**src/rtl/fp_argmax_scanner.sv**
```systemverilog
// Streams fp16 elements through one shared greater-than comparator and tracks the maximum value and its index.
// Build option FP_ARGMAX_MIN_EN adds minimum tracking by time-sharing the same comparator (MINCMP phase).
module fp_comparator #(
  parameter int DATA_WIDTH = 16
) (
  input  logic [DATA_WIDTH-1:0] num1,
  input  logic [DATA_WIDTH-1:0] num2,
  output logic                  gt
);
  // Sign-magnitude ordering: among negatives the smaller magnitude is larger; +0 beats -0.
  always_comb begin
    gt = 1'b0;
    if (num1[DATA_WIDTH-1] != num2[DATA_WIDTH-1])
      gt = ~num1[DATA_WIDTH-1];
    else if (!num1[DATA_WIDTH-1])
      gt = (num1[DATA_WIDTH-2:0] > num2[DATA_WIDTH-2:0]);
    else
      gt = (num1[DATA_WIDTH-2:0] < num2[DATA_WIDTH-2:0]);
  end
endmodule

module fp_argmax_scanner #(
  parameter int DATA_WIDTH = 16,
  parameter int IDX_WIDTH  = 8
) (
  input  logic                  clk,
  input  logic                  rst,
  input  logic                  start,
  input  logic [IDX_WIDTH-1:0]  len,
  input  logic                  s_valid,
  output logic                  s_ready,
  input  logic [DATA_WIDTH-1:0] s_data,
  output logic                  busy,
  output logic                  done,
  output logic [DATA_WIDTH-1:0] max_val,
  output logic [IDX_WIDTH-1:0]  max_idx
`ifdef FP_ARGMAX_MIN_EN
  ,
  output logic [DATA_WIDTH-1:0] min_val,
  output logic [IDX_WIDTH-1:0]  min_idx
`endif
);
  // Handshake: an element transfers on a rising edge where s_valid && s_ready; s_ready is high only in SCAN.
`ifdef FP_ARGMAX_MIN_EN
  typedef enum logic [1:0] {IDLE, SCAN, MINCMP, DONE} state_t;
`else
  typedef enum logic [1:0] {IDLE, SCAN, DONE} state_t;
`endif

  state_t                state, state_nxt;
  logic [IDX_WIDTH-1:0]  cnt, remaining;
  logic [DATA_WIDTH-1:0] cmp_a, cmp_b;
  logic                  cmp_gt;
  logic                  accept, last;

  assign s_ready = (state == SCAN);
  assign busy    = (state != IDLE);
  assign done    = (state == DONE);
  assign accept  = s_ready && s_valid;
  assign last    = (remaining == IDX_WIDTH'(1));

`ifdef FP_ARGMAX_MIN_EN
  logic [DATA_WIDTH-1:0] hold;
  assign cmp_a = (state == MINCMP) ? min_val : s_data;
  assign cmp_b = (state == MINCMP) ? hold    : max_val;
`else
  assign cmp_a = s_data;
  assign cmp_b = max_val;
`endif

  fp_comparator #(.DATA_WIDTH(DATA_WIDTH)) u_cmp (
    .num1 (cmp_a),
    .num2 (cmp_b),
    .gt   (cmp_gt)
  );

  always_ff @(posedge clk or posedge rst) begin
    if (rst) state <= IDLE;
    else     state <= state_nxt;
  end

  always_comb begin
    state_nxt = state;
    case (state)
      IDLE: if (start) state_nxt = (len == '0) ? DONE : SCAN;
`ifdef FP_ARGMAX_MIN_EN
      SCAN:   if (accept) state_nxt = MINCMP;
      MINCMP: state_nxt = (remaining == '0) ? DONE : SCAN;
`else
      SCAN:   if (accept && last) state_nxt = DONE;
`endif
      DONE:    state_nxt = IDLE;
      default: state_nxt = IDLE;
    endcase
  end

  always_ff @(posedge clk or posedge rst) begin
    if (rst) begin
      cnt       <= '0;
      remaining <= '0;
      max_val   <= '0;
      max_idx   <= '0;
`ifdef FP_ARGMAX_MIN_EN
      hold      <= '0;
      min_val   <= '0;
      min_idx   <= '0;
`endif
    end else if (state == IDLE && start) begin
      cnt       <= '0;
      remaining <= len;
      max_val   <= '0;
      max_idx   <= '0;
`ifdef FP_ARGMAX_MIN_EN
      hold      <= '0;
      min_val   <= '0;
      min_idx   <= '0;
`endif
    end else if (accept) begin
      cnt       <= cnt + IDX_WIDTH'(1);
      remaining <= remaining - IDX_WIDTH'(1);
      // Strict greater-than keeps the earliest index on ties.
      if (cnt == '0 || cmp_gt) begin
        max_val <= s_data;
        max_idx <= cnt;
      end
`ifdef FP_ARGMAX_MIN_EN
      hold <= s_data;
      if (cnt == '0) begin
        min_val <= s_data;
        min_idx <= '0;
      end
    end else if (state == MINCMP) begin
      // cnt already advanced past the held element, so its index is cnt-1.
      if (cmp_gt) begin
        min_val <= hold;
        min_idx <= cnt - IDX_WIDTH'(1);
      end
`endif
    end
  end
endmodule

```
**config.mk**
```make
export PLATFORM = sky130hd
export DESIGN_NAME = fp_argmax_scanner
export DESIGN_NICKNAME = d
export VERILOG_FILES = /design/src/rtl/fp_argmax_scanner.sv
export SDC_FILE = /design/constraint.sdc
export NUM_CORES = 1
export LEC_CHECK = 0
export ABC_AREA = 1
export BUFFER_PORTS_ARGS = -buffer_cell sky130_fd_sc_hd__buf_2
export CELL_PAD_IN_SITES_DETAIL_PLACEMENT = 1
export CELL_PAD_IN_SITES_GLOBAL_PLACEMENT = 2
export CORE_MARGIN = 2
export CORE_UTILIZATION = 28
export DETAILED_ROUTE_END_ITERATION = 8
export HOLD_SLACK_MARGIN = 0.08
export PLACE_DENSITY_LB_ADDON = 0.15
export SLEW_MARGIN = 20
export SYNTH_ARGS = -nofsm -noshare
export SYNTH_HDL_FRONTEND = slang
export SYNTH_SLANG_ARGS = --single-unit
```
**constraint.sdc**
```tcl
create_clock -name clk -period 1.8 [get_ports clk]
set_clock_uncertainty 0.05 [all_clocks]
set_input_delay 0.36 -clock clk [delete_from_list [all_inputs] [get_ports clk]]
set_output_delay 0.36 -clock clk [all_outputs]
set_load 0.01 [all_outputs]
```
==> run metrics, run 1 <==
count of different cell masters after synthesis 30; DRT Pass-1 Iters 4; Worst-Margin Slew 0.595 ns; max cap viols 0; Hold Path Sink remaining[1]$_DFFE_PP0P_; Power, Total 5.44 mW; die height 98.1 um; RSZ-0062 raised after global routing true; peak supply drop 0.000504 V; layout cells sized above 1 41.7%; startpoint types register; global route total overflow 0; f_max 494 MHz; Seq cells post-synth 42; initial DRC count 43; drt drc 0; reg-to-reg endpoint max_val[13]$_DFFE_PP0P_; Post-Syn Instances 322; CTS Root Cell clkbuf_8; worst setup margin -0.224 ns; hold path start len[1]; vias per inst 4.59; hold path cells 3; initial antenna violation count 0; Final setup viols 24; flop-to-flop setup slack -0.22 ns; Top delay family on crit path simple AND/OR/NAND/NOR gates; DP Cell Count 514; fin crit period 2.02 ns; clock sinks 42; first-pass GRT wire length 11.8 mm; outcome finished, violations left; Leakage Power 1.91 nW; Placed Area 3140 um2; Initial Utilization 28.7%; Syn-to-layout area delta 49.1%; mapped cell area 2480 um2; clk slew on worst S/H paths 0.09 ns; core area 8640 um2; die area 9630 um2; Synth Area in Compound Gates 6.51%; hold_ws 0.245 ns; Worst R2R Start max_val[14]$_DFFE_PP0P_; yosys warns 0; most common cell after layout, fill and taps aside nand2_1; DRT antenna net count 0; Slowest-stage cell, CP dfrtp_1; final core utilization 42.8%; syn_area_per_cell 7.71 um2; final non-filler cell total 532; total negative slack -4.73 ns; commonest cells after routing, fill and taps aside nand2_1 (88), buf_2 (54), inv_1 (43); IO buf count 54; TritonCTS clock tree built; n_diodes 0; drt total wl 7.59 mm; die span in x 98.1 um; Nets 470; Critical Path, Cell by Cell inv_2, ha_4, a21oi_1, nand2_2, a21oi_4, nand2_2, nand2_1, nand2_1, nand2_2, nand2_8, clkbuf_16, nand3_2, nand2_1; via count 2442; Max-slew headroom 59.8%; Post-Synth XOR/XNOR Area 1.41%; WP buf/inv 2; Tot GR Track Use 15.3%; Max Buffers Root-to-Sink 2; Synth Net Count 369; sequential share of the synthesized area 42.4%; CP required 1.94 ns; Crit path arrival time 2.17 ns; H-Tree Depth 2; Post-Place Setup Slack -0.312 ns; Post-DP HPWL 5.11 mm; Hold Violations, Final 0; I/O pin count 55; CTS Buf Count 5; routability cong. 0.751; worst min path class input port to register; violated checks setup timing; adder-cell share of the synthesized area 9.58%; CP Class register to register; post-synthesis mux area share 0%; clk_lat worst skew 0.30 ns; cell area after layout 3700 um2; R2R depth 13; vias in the first global route 2434; EDFF count, synth 0; CP max FO 7; largest net degree at the start of global routing 43; simple-gate portion of the synthesized area 30.0%; Slew Viols, Final 0; pwr dens 1470 nW/um2; FP Rows 34; largest family of logic cells by synthesized area simple AND/OR/NAND/NOR gates; Async SR Flop Fraction 100%; crit-path max cell delay 0.40 ns; Primary FF master, synth dfrtp_1; CP Capture Type register; Routed WL per cell 14.3 um; final cycle utilization of the critical path 112%
==> worst max path at each step <==
stage               depth (start not counted)                     from                 endpoint  slack, ns
CTS                                        15  max_val[14]$_DFFE_PP0P_   max_val[5]$_DFFE_PP0P_      -0.19
finish                                     13  max_val[14]$_DFFE_PP0P_  max_val[13]$_DFFE_PP0P_      -0.22
global route                               14  max_val[14]$_DFFE_PP0P_   max_idx[7]$_DFFE_PP0P_      -0.34
global placement                           15               s_data[14]   max_val[5]$_DFFE_PP0P_      -0.27
floorplan                                  16  max_val[12]$_DFFE_PP0P_  max_val[10]$_DFFE_PP0P_      -0.04
detailed placement                         15               s_data[14]   max_val[5]$_DFFE_PP0P_      -0.31
==> worst min-delay path: stages <==
cell and delay, ns:
buf_2 0.09, nand2_1 0.05, o221ai_1 0.05
==> synthesized netlist by cell type, types with 2 or more instances <==
cell type	instances	area [um2]
inv_2	2	7.51
inv_1	50	188
a21oi_1	9	45.0
nor2_4	2	22.5
nor2_1	15	56.3
o21ai_0	8	40.0
nor2_2	2	12.5
o211ai_1	5	37.5
o221ai_1	2	17.5
xor2_1	3	26.3
nand3_1	30	150
nor3_1	7	35.0
nand2_1	102	383
buf_6	2	22.5
nor4_1	3	18.8
ha_1	19	238
nand2_4	3	33.8
buf_4	2	15.0
clkbuf_1	3	11.3
dfrtp_1	42	1050
nand4_1	2	12.5
==> area by class of cell <==
cell class                 count  area (um2)
sequential                    42        1050
clock buffer                   6        82.6
clock inverter                 2        12.5
multi-input combinational    221        1520
tap                          108         135
fill                        1045        4940
inverter                      53         199
timing repair buffer         100         702
==> registers in the layout, indices dropped and copies added (netlist names) <==
register,count
max_val,16
cnt,8
remaining,8
state,2
max_idx,8
==> routing by layer <==
| metal | global-route usage, % | share of wire (%) | up-vias |
|---|---|---|---|
| met4 | 3.48 | 1.3 | 0 |
| met1 | 19.1 | 45 | 1173 |
| met2 | 27.4 | 51 | 34 |
| met3 | 2.79 | 2.7 | 8 |
| li1 | - | - | 1227 |
| met5 | 0 | 0 | - |
==> power breakdown <==
part / switching (mW) / internal (mW)
logic: 1.88 / 1.43
clock network: 0.358 / 0.309
registers: 0.209 / 1.25
==> cell families after synthesis <==
group                    count (synthesis)
XOR/XNOR                                 4
AO/OA/AOI/OAI                           27
AND/OR/NAND/NOR                        169
adder cells (fa/ha/maj)                 19
buffers and inverters                   61
flip-flops                              42
==> repair_timing <==
| item | 4_1_cts | 5_1_grt |
|---|---|---|
| endpoints found under the hold margin | 42 | 0 |
| hold buffers | 1 | 0 |
| gates cloned | 0 | 4 |
| gates resized for setup | 2 | 69 |
| setup buffers | 0 | 5 |
| pin swaps | 0 | 31 |
| endpoints found under the setup margin | 24 | 32 |
No activity file was read; power rests on OpenSTA's default activity.
==> run 2: changes to the inputs <==
--- a/config.mk
+++ b/config.mk
@@ -12,9 +12,11 @@
 export CORE_MARGIN = 2
 export CORE_UTILIZATION = 28
 export DETAILED_ROUTE_END_ITERATION = 8
+export GPL_TIMING_DRIVEN = 0
 export HOLD_SLACK_MARGIN = 0.08
 export PLACE_DENSITY_LB_ADDON = 0.15
 export SLEW_MARGIN = 20
 export SYNTH_ARGS = -nofsm -noshare
 export SYNTH_HDL_FRONTEND = slang
 export SYNTH_SLANG_ARGS = --single-unit
+export TNS_END_PERCENT = 5
==> run 2 against run 1 <==
Compared with the run above:
- the flow still finishes with violations (setup timing)
- total power is 3.3% higher
- first-iteration DRC count unchanged
- clock-buffer cell count increased by 2
- sequential power is 3% higher
- flip-flop and latch count stayed put
- critical endpoint is now max_val[11]$_DFFE_PP0P_
- highest routed layer unchanged
==> run metrics, run 2 (same netlist as run 1, synthesis figures left out) <==
clock sinks 42; Routed WL per cell 14.1 um; Syn-to-layout area delta 45.9%; fin crit period 1.98 ns; Worst-Margin Slew 0.612 ns; Biggest register max_val; largest net degree at the start of global routing 29; max cap viols 0; n_diodes 0; Crit path arrival time 2.11 ns; core area 8640 um2; CP Class register to register; Tot GR Track Use 16.0%; startpoint types register; CP max FO 5; H-Tree Depth 2; CP Capture Type register; first-pass GRT wire length 12.4 mm; via count 2354; Slew Viols, Final 0; max reg flops 16; reg-to-reg endpoint max_val[11]$_DFFE_PP0P_; Worst R2R Start max_val[14]$_DFFE_PP0P_; vias per inst 4.55; commonest cells after routing, fill and taps aside nand2_1 (74), buf_2 (54), dfrtp_1 (42); clk slew on worst S/H paths 0.09 ns; most common cell after layout, fill and taps aside nand2_1; Max Buffers Root-to-Sink 2; worst setup margin -0.177 ns; worst min path class input port to register; peak supply drop 0.000498 V; DRT Pass-1 Iters 3; vias in the first global route 2474; f_max 506 MHz; initial antenna violation count 0; I/O pin count 55; hold path start len[7]; hold_ws 0.247 ns; routability cong. 0.763; Nets 455; DP Cell Count 485; Leakage Power 1.87 nW; drt drc 0; drt total wl 7.31 mm; final core utilization 41.9%; R2R depth 16; Final setup viols 24; layout cells sized above 1 40.8%; pwr dens 1550 nW/um2; Post-Place Setup Slack -0.350 ns; CTS Root Cell clkbuf_8; CTS Buf Count 5; CP required 1.94 ns; flop-to-flop setup slack -0.18 ns; final cycle utilization of the critical path 110%; die span in x 98.1 um; die area 9630 um2; TritonCTS clock tree built; DRT antenna net count 0; outcome finished, violations left; die height 98.1 um; Post-DP HPWL 5.16 mm; violated checks setup timing; Initial Utilization 28.7%; final non-filler cell total 517; clk_lat worst skew 0.29 ns; IO buf count 54; hold path cells 3; Hold Path Sink remaining[7]$_DFFE_PP0P_; initial DRC count 43; global route total overflow 0; Hold Violations, Final 0; RSZ-0062 raised after global routing true; FP Rows 34; Max-slew headroom 59.2%
run 2: changes by cell type in the layout (fill, tap and decap cells not counted), sizes merged:
| cell | previous run | this run |
|---|---|---|
| clkinvlp | 1 | 0 |
| clkinv | 2 | 1 |
| buf | 97 | 81 |
| nand2 | 108 | 106 |
| clkbuf | 8 | 13 |
run 2: power by group:
| group | total [mW] | internal [mW] | switching (mW) | leakage (nW) |
|---|---|---|---|---|
| registers | 1.50 | 1.25 | 0.241 | 0.549 |
| logic | 3.39 | 1.59 | 1.80 | 1.26 |
| clock network | 0.734 | 0.388 | 0.346 | 0.0575 |
run 2: how the worst max path moves through the flow:
stage               cells past startpoint                       to  slack (ns)                     from
floorplan                              16  max_val[10]$_DFFE_PP0P_       -0.04  max_val[12]$_DFFE_PP0P_
global placement                        2   max_idx[2]$_DFFE_PP0P_       -0.42                      rst
detailed placement                     16   max_val[2]$_DFFE_PP0P_       -0.35                s_data[6]
CTS                                    16   max_idx[1]$_DFFE_PP0P_       -0.21   max_val[9]$_DFFE_PP0P_
global route                           16   max_idx[0]$_DFFE_PP0P_       -0.34  max_val[10]$_DFFE_PP0P_
finish                                 16  max_val[11]$_DFFE_PP0P_       -0.18  max_val[14]$_DFFE_PP0P_
run 2: critical path: stages (launching register included):
cell and delay, ns:
dfrtp_1 0.40, inv_2 0.08, ha_4 0.21, nand2_4 0.08, inv_1 0.04, nand2_1 0.05
nand2_1 0.06, a21oi_2 0.12, nand2_1 0.08, nand2_1 0.06, nand2_1 0.06, nand2_2 0.08
nand2_4 0.08, buf_6 0.15, clkbuf_16 0.15, nand3_1 0.06, nand2_1 0.06
run 2: stage by stage:
step	instance area (um2)	setup TNS [ns]	power (mW)
after floorplan	2480	-0.797	3.01
after global placement	2890	-24.21	3.70
after detailed placement	2910	-7.92	3.75
after CTS	3420	-4.75	5.34
after global routing	3620	-7.83	6.15
final	3620	-3.67	5.62
run 2: timing repair:
| action | 4_1_cts | 5_1_grt |
|---|---|---|
| cloned | 2 | 2 |
| setup buffers | 14 | 5 |
| hold buffers | 1 | 0 |
| endpoints found under the setup margin | 29 | 35 |
| hold endpoints to repair | 14 | 0 |
| pin swaps | 18 | 17 |
| gates resized for setup | 55 | 33 |
run 2: metal layers:
metal	GRT usage (%)	share of wire (%)	up-vias
li1	-	-	1193
met1	21.5	48	1128
met2	27.0	49	27
met3	2.79	2.6	6
met4	3.58	0.97	0
met5	0	0	-
run 2: layout make-up:
type	count	area [um2]
clock buffer	8	110
buffer	8	81.3
tap	108	135
inverter	53	199
multi-input combinational	219	1480
timing repair buffer	79	559
fill	1075	5020
sequential	42	1050
